**src/rtl/cv32e40p_ft_alu_fault_tracker_if.sv**
```systemverilog
// Bundle of control/status signals between the ALU voter logic and the
// fault tracker. The master drives voter results; the slave (tracker) returns
// the sticky fault vector and reconfiguration status.
interface cv32e40p_ft_alu_fault_tracker_if;
    logic       clear_i;
    logic       alu_valid_i;
    logic [3:0] active_alu_i;
    logic [3:0] alu_mismatch_i;
    logic [3:0] permanent_faulty_alu_o;
    logic       reconfig_o;
    logic       fault_event_o;
    logic       fatal_o;

    modport master (
        output clear_i, alu_valid_i, active_alu_i, alu_mismatch_i,
        input  permanent_faulty_alu_o, reconfig_o, fault_event_o, fatal_o
    );

    modport slave (
        input  clear_i, alu_valid_i, active_alu_i, alu_mismatch_i,
        output permanent_faulty_alu_o, reconfig_o, fault_event_o, fatal_o
    );
endinterface

```
**src/rtl/cv32e40p_ft_alu_fault_tracker.sv**
```systemverilog
// Fault tracker for the 4-replica ALU pool. Each ALU has a leaky saturating
// mismatch counter; reaching THRESH marks the ALU permanently faulty. A new
// fault opens a fixed-length reconfiguration window, or drops straight into
// the fatal state once two or more ALUs are faulty (TMR no longer possible).
module cv32e40p_ft_alu_fault_tracker #(
    parameter int CNT_W         = 4,
    parameter int THRESH        = 8,
    parameter int DECAY_PERIOD  = 1024,
    parameter int RECONF_CYCLES = 4
) (
    input  logic                              clk,
    input  logic                              rst,
    cv32e40p_ft_alu_fault_tracker_if.slave    bus
);

    localparam int DW = (DECAY_PERIOD > 1) ? $clog2(DECAY_PERIOD) : 1;
    localparam int TW = (RECONF_CYCLES > 1) ? $clog2(RECONF_CYCLES) : 1;

    localparam logic [CNT_W-1:0] THRESH_C    = CNT_W'(THRESH);
    localparam logic [CNT_W-1:0] THRESH_M1   = CNT_W'(THRESH - 1);
    localparam logic [DW-1:0]    DECAY_LAST  = DW'(DECAY_PERIOD - 1);
    localparam logic [TW-1:0]    RECONF_LAST = TW'(RECONF_CYCLES - 1);

    typedef enum logic [1:0] {
        ST_MONITOR  = 2'd0,
        ST_RECONFIG = 2'd1,
        ST_FATAL    = 2'd2
    } state_e;

    state_e           state_q, state_d;
    logic [CNT_W-1:0] cnt_q [4];
    logic [CNT_W-1:0] cnt_d [4];
    logic [3:0]       faulty_q, faulty_d;
    logic [DW-1:0]    decay_q, decay_d;
    logic [TW-1:0]    timer_q, timer_d;
    logic             event_q, event_d;

    logic [3:0]       counted;
    logic [3:0]       trip;
    logic             monitor;
    logic             tick;

    function automatic logic [2:0] popcount4(input logic [3:0] v);
        popcount4 = 3'(v[0]) + 3'(v[1]) + 3'(v[2]) + 3'(v[3]);
    endfunction

    // Per-ALU counter update, trip detection and decay-period counter
    always_comb begin
        monitor  = (state_q == ST_MONITOR);
        counted  = {4{bus.alu_valid_i & monitor}} & bus.active_alu_i
                   & bus.alu_mismatch_i & ~faulty_q;
        tick     = bus.alu_valid_i & monitor & (decay_q == DECAY_LAST);
        trip     = '0;
        decay_d  = decay_q;
        for (int i = 0; i < 4; i++) begin
            cnt_d[i] = cnt_q[i];
            trip[i]  = counted[i] & (cnt_q[i] == THRESH_M1);
            // A mismatch on the tick cycle wins: increment only, no decay
            if (counted[i]) begin
                if (cnt_q[i] != THRESH_C) begin
                    cnt_d[i] = cnt_q[i] + CNT_W'(1);
                end
            end else if (tick && !faulty_q[i] && (cnt_q[i] != '0)) begin
                cnt_d[i] = cnt_q[i] - CNT_W'(1);
            end
        end
        faulty_d = faulty_q | trip;
        // Decay counter only advances on valid ops while monitoring
        if (bus.alu_valid_i && monitor) begin
            decay_d = tick ? '0 : decay_q + DW'(1);
        end
    end

    // Next-state logic for the MONITOR / RECONFIG / FATAL controller
    always_comb begin
        state_d = state_q;
        timer_d = timer_q;
        event_d = |trip;
        unique case (state_q)
            ST_MONITOR: begin
                if (|trip) begin
                    if (popcount4(faulty_d) >= 3'd2) begin
                        state_d = ST_FATAL;
                    end else begin
                        state_d = ST_RECONFIG;
                        timer_d = RECONF_LAST;
                    end
                end
            end
            ST_RECONFIG: begin
                if (timer_q == '0) begin
                    state_d = ST_MONITOR;
                end else begin
                    timer_d = timer_q - TW'(1);
                end
            end
            ST_FATAL: begin
                state_d = ST_FATAL;
            end
            default: begin
                state_d = ST_MONITOR;
            end
        endcase
    end

    // State registers; software clear behaves exactly like reset
    always_ff @(posedge clk) begin
        if (rst || bus.clear_i) begin
            state_q  <= ST_MONITOR;
            faulty_q <= '0;
            decay_q  <= '0;
            timer_q  <= '0;
            event_q  <= 1'b0;
            for (int i = 0; i < 4; i++) begin
                cnt_q[i] <= '0;
            end
        end else begin
            state_q  <= state_d;
            faulty_q <= faulty_d;
            decay_q  <= decay_d;
            timer_q  <= timer_d;
            event_q  <= event_d;
            for (int i = 0; i < 4; i++) begin
                cnt_q[i] <= cnt_d[i];
            end
        end
    end

    // reconfig_o rises together with the new faulty bit because both come
    // from registers loaded on the same edge
    assign bus.permanent_faulty_alu_o = faulty_q;
    assign bus.reconfig_o             = (state_q == ST_RECONFIG);
    assign bus.fatal_o                = (state_q == ST_FATAL);
    assign bus.fault_event_o          = event_q;

endmodule
```
**src/flat_wrapper.sv**
```systemverilog
// flat-port wrapper written by rule: the top's interface ports become plain ports
module cv32e40p_ft_alu_fault_tracker_flat 
#(
    parameter int CNT_W         = 4,
    parameter int THRESH        = 8,
    parameter int DECAY_PERIOD  = 1024,
    parameter int RECONF_CYCLES = 4
)
  (clk, rst, bus_clear_i, bus_alu_valid_i, bus_active_alu_i, bus_alu_mismatch_i, bus_permanent_faulty_alu_o, bus_reconfig_o, bus_fault_event_o, bus_fatal_o);
  cv32e40p_ft_alu_fault_tracker_if bus_i ();
  input  logic clk;
  input  logic rst;
  input wire logic [$bits(bus_i.clear_i)-1:0] bus_clear_i;
  input wire logic [$bits(bus_i.alu_valid_i)-1:0] bus_alu_valid_i;
  input wire logic [$bits(bus_i.active_alu_i)-1:0] bus_active_alu_i;
  input wire logic [$bits(bus_i.alu_mismatch_i)-1:0] bus_alu_mismatch_i;
  output wire logic [$bits(bus_i.permanent_faulty_alu_o)-1:0] bus_permanent_faulty_alu_o;
  output wire logic [$bits(bus_i.reconfig_o)-1:0] bus_reconfig_o;
  output wire logic [$bits(bus_i.fault_event_o)-1:0] bus_fault_event_o;
  output wire logic [$bits(bus_i.fatal_o)-1:0] bus_fatal_o;
  assign bus_i.clear_i = bus_clear_i;
  assign bus_i.alu_valid_i = bus_alu_valid_i;
  assign bus_i.active_alu_i = bus_active_alu_i;
  assign bus_i.alu_mismatch_i = bus_alu_mismatch_i;
  assign bus_permanent_faulty_alu_o = bus_i.permanent_faulty_alu_o;
  assign bus_reconfig_o = bus_i.reconfig_o;
  assign bus_fault_event_o = bus_i.fault_event_o;
  assign bus_fatal_o = bus_i.fatal_o;
  cv32e40p_ft_alu_fault_tracker #(.CNT_W(CNT_W), .THRESH(THRESH), .DECAY_PERIOD(DECAY_PERIOD), .RECONF_CYCLES(RECONF_CYCLES)) u_core (.clk(clk), .rst(rst), .bus(bus_i));
endmodule
```
**config.mk**
```make
export PLATFORM = sky130hd
export DESIGN_NAME = cv32e40p_ft_alu_fault_tracker_flat
export DESIGN_NICKNAME = d
export VERILOG_FILES = /design/src/rtl/cv32e40p_ft_alu_fault_tracker_if.sv /design/src/rtl/cv32e40p_ft_alu_fault_tracker.sv /design/src/flat_wrapper.sv
export SDC_FILE = /design/constraint.sdc
export NUM_CORES = 1
export LEC_CHECK = 0
export ABC_AREA = 1
export BUFFER_PORTS_ARGS = -buffer_cell sky130_fd_sc_hd__buf_4
export CORE_UTILIZATION = 40
export CTS_BUF_LIST = sky130_fd_sc_hd__clkbuf_4 sky130_fd_sc_hd__clkbuf_8
export CTS_CLUSTER_DIAMETER = 30
export DETAILED_ROUTE_END_ITERATION = 10
export GPL_ROUTABILITY_DRIVEN = 0
export GPL_TIMING_DRIVEN = 0
export PLACE_DENSITY = 0.6
export SLEW_MARGIN = 10
export SYNTH_ARGS = -nofsm -noshare
export SYNTH_HDL_FRONTEND = slang
export SYNTH_SLANG_ARGS = --single-unit
```
**constraint.sdc**
```tcl
create_clock -name clk -period 4.2 [get_ports clk]
set_input_delay 0.42 -clock clk [delete_from_list [all_inputs] [get_ports clk]]
set_output_delay 0.42 -clock clk [all_outputs]
set_load 0.03 [all_outputs]
```
==> impl_metrics.toml, run 1 <==
[detailed_routing]
drt_wl_total_mm = 4.18
drtAntennaViolNets = 0
drtIter0Drc = 59
routed_via_density = 4.59
drc = 0
firstDrtPassIters = 4
vias = 1855
wire_per_inst_um = 10.4

[setup_path]
worst-path-buf-inv = 0
crit_path_top_delay_cell = "dfxtp_1"
arrival_ns = 2.38
worstSetupStartpointType = "register"
critical_path_class = "reg -> reg"
worst_path_dominant_cell_family = "simple AND/OR/NAND/NOR gates"
cp_max_fo = 7
critPathMaxStageDelay_ns = 0.35
cp_cell_sequence = "nor2_4, nand2_4, nor2_2, nand2_1, nand2_1, ha_1, ha_1, nand2_1, nand2_1, nand2_1, nand3_1, nand2_1, nor2_1"
crit_path_end_kind = "register"
crit_top_cell = "nand2_1"
critPathRequiredTime_ns = 4.38

[power]
intPower_mw = 0.521
ir_drop_v = 0.000177
p_seq_frac = 0.497
fin_total_pwr_mw = 0.686
clkPwrFrac = 0.402
power.density_nw_per_um2 = 276
switchingPower_mw = 0.165
p_leak_nw = 1.07
swShare = 0.241
combPwrFrac = 0.101

[final_layout]
layout_commonest_cell = "nand2_1"
most-common-layout-cells = "nand2_1, inv_1, nor2_1"
nNetsFinal = 361
final_area_um2 = 2480
area_delta_synth_final_pct = 15.1
layout-drive-gt1-share = 0.138
n_antenna_cell = 0

[clock_network]
ctsHoldBuffers = 0
h-tree-depth = 2
cts_tree = "built"
clk_pin_slew_ns = 0.07
post_cts_resized = 0
post-cts-setup-buffers = 0
clock_sink_count = 35
cts_root_buf = "clkbuf_8"
cts_buffer_depth = 2
cts_buffers = 5
clkLatencyLatePin_ns = 0.28

[global_routing]
grt_pass1_wl_mm = 7.26
grt.overflow.total = 0
grt_max_degree = 11
grt_pass1_vias = 1723
gr-usage-all-layers = 0.168
antenna_found_initial = 0

[timing]
timing.final.ws_setup_ns = 2.00
maxSlewHeadroom = 0.633
fin_tns_setup_ns = 0
hold_viol = 0
fin_crit_sh = 0.523
setup_violations = 0
fmax_ghz = 0.455
fin_crit_ns = 2.20
final_max_slew_viol_count = 0
grt_setup_unrepaired = "false"
clock_skew_ns = 0.00685
worstMarginPinSlew_ns = 0.550

[die]
dieArea_um2 = 5690
core_um2 = 5140
io_pins = 19
initial_core_util = 0.420
die_w_um = 75.4
die_h_um = 75.4
rows = 26

[yosys]
ys_ff_latch = 35
yosysWarnings = 0
yosysSeqAreaShare = 0.325
syn_avg_cell_area_um2 = 7.00
ys_types = 27
synth_nets = 336
synth_cells = 308
netlist_area_um2 = 2160

[run]
drv_cap = 0

[place]
pre_cts_slack_ns = 1.99
hpwl_mm = 3.24
port_buffers = 18
post_dp_cell_area_um2 = 2380

[worst_hold_path]
hold_path.class = "in -> reg"

[outcome]
status = "completed"
[flip-flops by register name (all words and copies together), names as in the netlist]
name	cells
u_core.bus.fault_event_o	1
u_core.bus.permanent_faulty_alu_o	4
u_core.cnt_q	16
u_core.decay_q	10
u_core.state_q	2
u_core.timer_q	2
[tightest hold or removal path, stage by stage]
cell	delay, ns
buf_4	0.07
nor2_1	0.06
inv_1	0.09
a41oi_1	0.05
[power groups by stage]
stage	clock network (mW)	registers [mW]	logic, mW
after floorplan	0	0.347	0.0508
after CTS	0.283	0.341	0.0701
final	0.276	0.341	0.0692
after global routing	0.296	0.341	0.0799
after detailed placement	0	0.348	0.0697
after global placement	0	0.348	0.0688
[final cells by class]
class                           count  area (um2)
Buffer                              3        11.3
Clock buffer                        8         104
Fill cell                         550        2660
Inverter                           40         150
Multi-Input combinational cell    230        1290
Sequential cell                    35         701
Tap cell                           70        87.6
Timing Repair Buffer               18         135
[cell usage after synthesis]
cell	n	area, um2
a211oi_1	1	7.51
a21o_1	4	30.0
a21oi_1	25	125
a41oi_1	1	8.76
clkbuf_1	3	11.3
dfxtp_1	35	701
fa_1	4	80.1
ha_1	12	150
inv_1	40	150
nand2_1	66	248
nand2_2	8	50.1
nand2_4	1	11.3
nand3_1	37	185
nand3_4	1	17.5
nand4_1	1	6.26
nor2_1	38	143
nor2_2	4	25.0
nor2_4	3	33.8
nor2_8	1	20.0
nor3_1	6	30.0
nor3_2	1	10.0
o21a_1	1	7.51
o21ai_0	3	15.0
o21ai_1	3	15.0
or2_2	1	6.26
xnor2_1	4	35.0
xor2_1	4	35.0
[stage by stage]
stage               hold slack (ns)  utilization  std cells
floorplan                     0.452            -        308
global placement              0.469        0.463        396
detailed placement            0.482        0.463        396
CTS                           0.449        0.483        404
global route                  0.489        0.483        404
finish                        0.450        0.483        404
[worst paths after layout]
check | from | endpoint | slack, ns | cells after the start
setup / recovery | u_core.state_q[1]$_SDFFE_PP0P_ | u_core.timer_q[0]$_SDFFE_PP0P_ | 2.00 | 13
hold / removal | rst | u_core.bus.fault_event_o$_SDFF_PP0_ | 0.45 | 4
setup reg to reg | u_core.state_q[1]$_SDFFE_PP0P_ | u_core.timer_q[0]$_SDFFE_PP0P_ | 2.00 | 13
hold reg to reg | u_core.timer_q[1]$_SDFFE_PP0P_ | u_core.timer_q[1]$_SDFFE_PP0P_ | 0.49 | 2
[kinds of logic after synthesis]
kind of cell             share of synthesized area
buffers and inverters                       0.0748
adder cells (fa/ha/maj)                      0.107
XOR/XNOR                                    0.0325
AND/OR/NAND/NOR                              0.364
AO/OA/AOI/OAI                               0.0969
flip-flops                                   0.325
[layer usage]
| metal | wire length (um) | global-route usage | vias to the layer above | part of all wire |
|---|---|---|---|---|
| met5 | 0 | 0 | - | 0 |
| met4 | 23 | 0.0432 | 0 | 0.0055 |
| met3 | 136 | 0.0410 | 2 | 0.033 |
| met2 | 1870 | 0.298 | 18 | 0.45 |
| met1 | 2160 | 0.205 | 796 | 0.52 |
| li1 | - | - | 1039 | - |
Note: power is estimated with default switching activity, not from simulation.
==> run 2, diff against run 1 <==
--- a/config.mk
+++ b/config.mk
@@ -5,7 +5,7 @@
 export SDC_FILE = /design/constraint.sdc
 export NUM_CORES = 1
 export LEC_CHECK = 0
-export ABC_AREA = 1
+export ABC_AREA = 0
 export BUFFER_PORTS_ARGS = -buffer_cell sky130_fd_sc_hd__buf_4
 export CORE_UTILIZATION = 40
 export CTS_BUF_LIST = sky130_fd_sc_hd__clkbuf_4 sky130_fd_sc_hd__clkbuf_8
==> constraint.sdc (replaced) <==
create_clock -name clk -period 2.08 [get_ports clk]
set_input_delay 0.208 -clock clk [delete_from_list [all_inputs] [get_ports clk]]
set_output_delay 0.208 -clock clk [all_outputs]
set_load 0.03 [all_outputs]
==> impl_metrics.toml, run 2 <==
[die]
rows = 26
core_um2 = 5070
dieArea_um2 = 5560
die_h_um = 74.6
die_w_um = 74.6
initial_core_util = 0.415
io_pins = 19

[worst_hold_path]
hold_path.class = "in -> reg"

[place]
hpwl_mm = 3.36
pre_cts_slack_ns = -0.409
dp.cells = 324
port_buffers = 18

[timing]
timing.final.ws_setup_ns = -0.337
fin_crit_ns = 2.42
hold_viol = 0
fin_tns_setup_ns = -2.67
maxSlewHeadroom = 0.472
whs_ns = 0.310
final_max_slew_viol_count = 0
setup_violations = 16
fmax_ghz = 0.414
clock_skew_ns = 0.00322
grt_setup_unrepaired = "true"
worstMarginPinSlew_ns = 0.785
fin_crit_sh = 1.16

[detailed_routing]
firstDrtPassIters = 4
wire_per_inst_um = 14.3
routed_via_density = 5.35
vias = 1911
drt_wl_total_mm = 5.11
drtAntennaViolNets = 0
drtIter0Drc = 39
drc = 0

[yosys]
netlist_area_um2 = 2110
synth_compound_area_frac = 0.164
ys_ff_latch = 35
yosys.area_share.simple = 0.278
synth_top_area_frac = 0.333
post-synth-top-count-cell = "dfxtp_1"
ys_types = 48
synth_common_cells = "dfxtp_1, nor2_1, a21oi_1, nand2_1, nor3_1"
synth_top_family_by_area = "simple AND/OR/NAND/NOR gates"
synthMuxAreaShare = 0.00951
synth_nets = 264
synth_area_leaders = "dfxtp_1, ha_1, nor2_1"
synth_edf_count = 0
async_flop_share = 0
synth_adder_area_share = 0.109
syn_avg_cell_area_um2 = 8.92
ys.flop_type = "dfxtp_1"
synthXorXnorAreaFrac = 0.0624
yosysWarnings = 0
yosysTopAreaCell = "dfxtp_1"
synth_cells = 236
yosysSeqAreaShare = 0.333

[setup_path]
critPathMaxStageDelay_ns = 0.38
crit_path_top_delay_cell = "or3b_1"
critical_path_class = "reg -> reg"
cp_max_fo = 6
worstSetupStartpointType = "register"
arrival_ns = 2.59
crit_path_end_kind = "register"
cp_cell_sequence = "or3b_1, buf_6, nor3_4, or2_4, ha_4, ha_4, a211o_1, a21oi_2, nand2b_1, a211o_1"
critPathRequiredTime_ns = 2.26

[global_routing]
grt.overflow.total = 0
grt_pass1_wl_mm = 8.36
antenna_found_initial = 0
grt_pass1_vias = 1829
gr-usage-all-layers = 0.198
grt_max_degree = 11

[final_layout]
layout_commonest_cell = "buf_4"
layout-drive-gt1-share = 0.401
most-common-layout-cells = "buf_4, dfxtp_1, nor2_1"
seq_area_um2 = 704
largest_register = "u_core.cnt_q"
nNetsFinal = 314
fill_cells = 479
largest_reg_flops = 16
multi_input_area_um2 = 1610
area_delta_synth_final_pct = 42.3
n_antenna_cell = 0
final_cells = 357

[clock_network]
cts_root_buf = "clkbuf_8"
clk_pin_slew_ns = 0.07
cts_buffer_depth = 2
cts_buffers = 5
clock_sink_count = 35
cts_tree = "built"
h-tree-depth = 2
ctsHoldBuffers = 0
clkLatencyLatePin_ns = 0.28

[power]
p_leak_nw = 1.15
ir_drop_v = 0.000354
power.density_nw_per_um2 = 486

[outcome]
status = "finished with violations"
violations = "setup timing"

[run]
drv_cap = 0
run 2: worst paths after layout:
kind	startpoint	endpoint	depth (start not counted)	slack (ns)
worst max-delay path	u_core.state_q[0]$_SDFFE_PP0P_	u_core.timer_q[1]$_SDFFE_PP0P_	10	-0.34
worst min-delay path	rst	u_core.cnt_q[2][1]$_SDFFE_PP0P_	4	0.31
worst max register to register	u_core.state_q[0]$_SDFFE_PP0P_	u_core.timer_q[1]$_SDFFE_PP0P_	10	-0.34
worst min register to register	u_core.decay_q[1]$_SDFFE_PP0N_	u_core.decay_q[1]$_SDFFE_PP0N_	2	0.50
run 2: final cells by class:
cell class                      count  share of cell area
Buffer                              9              0.0280
Clock buffer                        8              0.0347
Inverter                            9              0.0129
Multi-Input combinational cell    183               0.538
Sequential cell                    35               0.235
Tap cell                           70              0.0292
Timing Repair Buffer               43               0.122
run 2: logic make-up (layout without fill, tap and decap cells):
family | Yosys count | count (layout)
simple gates | 104 | 104
flops | 35 | 35
mux | 2 | 2
compound gates | 46 | 46
xor+xnor | 15 | 15
fa+ha+maj | 16 | 16
buf+inv | 18 | 69
run 2: per-stage QoR:
| stage | power, mW | util | cell area [um2] |
|---|---|---|---|
| after floorplan | 0.813 | - | 2300 |
| after global placement | 0.855 | 0.498 | 2530 |
| after detailed placement | 0.857 | 0.498 | 2530 |
| after CTS | 1.44 | 0.551 | 2800 |
| after global routing | 1.52 | 0.590 | 3000 |
| final | 1.46 | 0.590 | 3000 |
run 2: metal layers:
| layer | part of all wire | vias to the layer above | GRT usage |
|---|---|---|---|
| met4 | 0.017 | 0 | 0.0692 |
| li1 | - | 956 | - |
| met3 | 0.020 | 8 | 0.0366 |
| met2 | 0.49 | 26 | 0.335 |
| met5 | 0 | - | 0 |
| met1 | 0.47 | 921 | 0.251 |
run 2: power by group:
| group | internal [mW] | leakage (nW) | switching [mW] | total [mW] |
|---|---|---|---|---|
| sequential | 0.677 | 0.284 | 0.0124 | 0.689 |
| clock | 0.316 | 0.0549 | 0.249 | 0.565 |
| combinational | 0.103 | 0.813 | 0.100 | 0.204 |
| total | 1.10 | 1.15 | 0.362 | 1.46 |
run 2: timing repair:
| item | in CTS | in global routing |
|---|---|---|
| endpoints found under the setup margin | 15 | 20 |
| resized for setup | 15 | 22 |
| cloned | 0 | 1 |
| setup buffers | 14 | 11 |
| pin swaps | 17 | 23 |
run 2: critical path: cells and delay by family (launching register included):
kind	cells	cell delay, ns
AOI/OAI and AO/OA	3	0.67
and+or+nand+nor	4	0.75
buffers and inverters	1	0.15
DFF	1	0.32
adders and majority gates	2	0.41
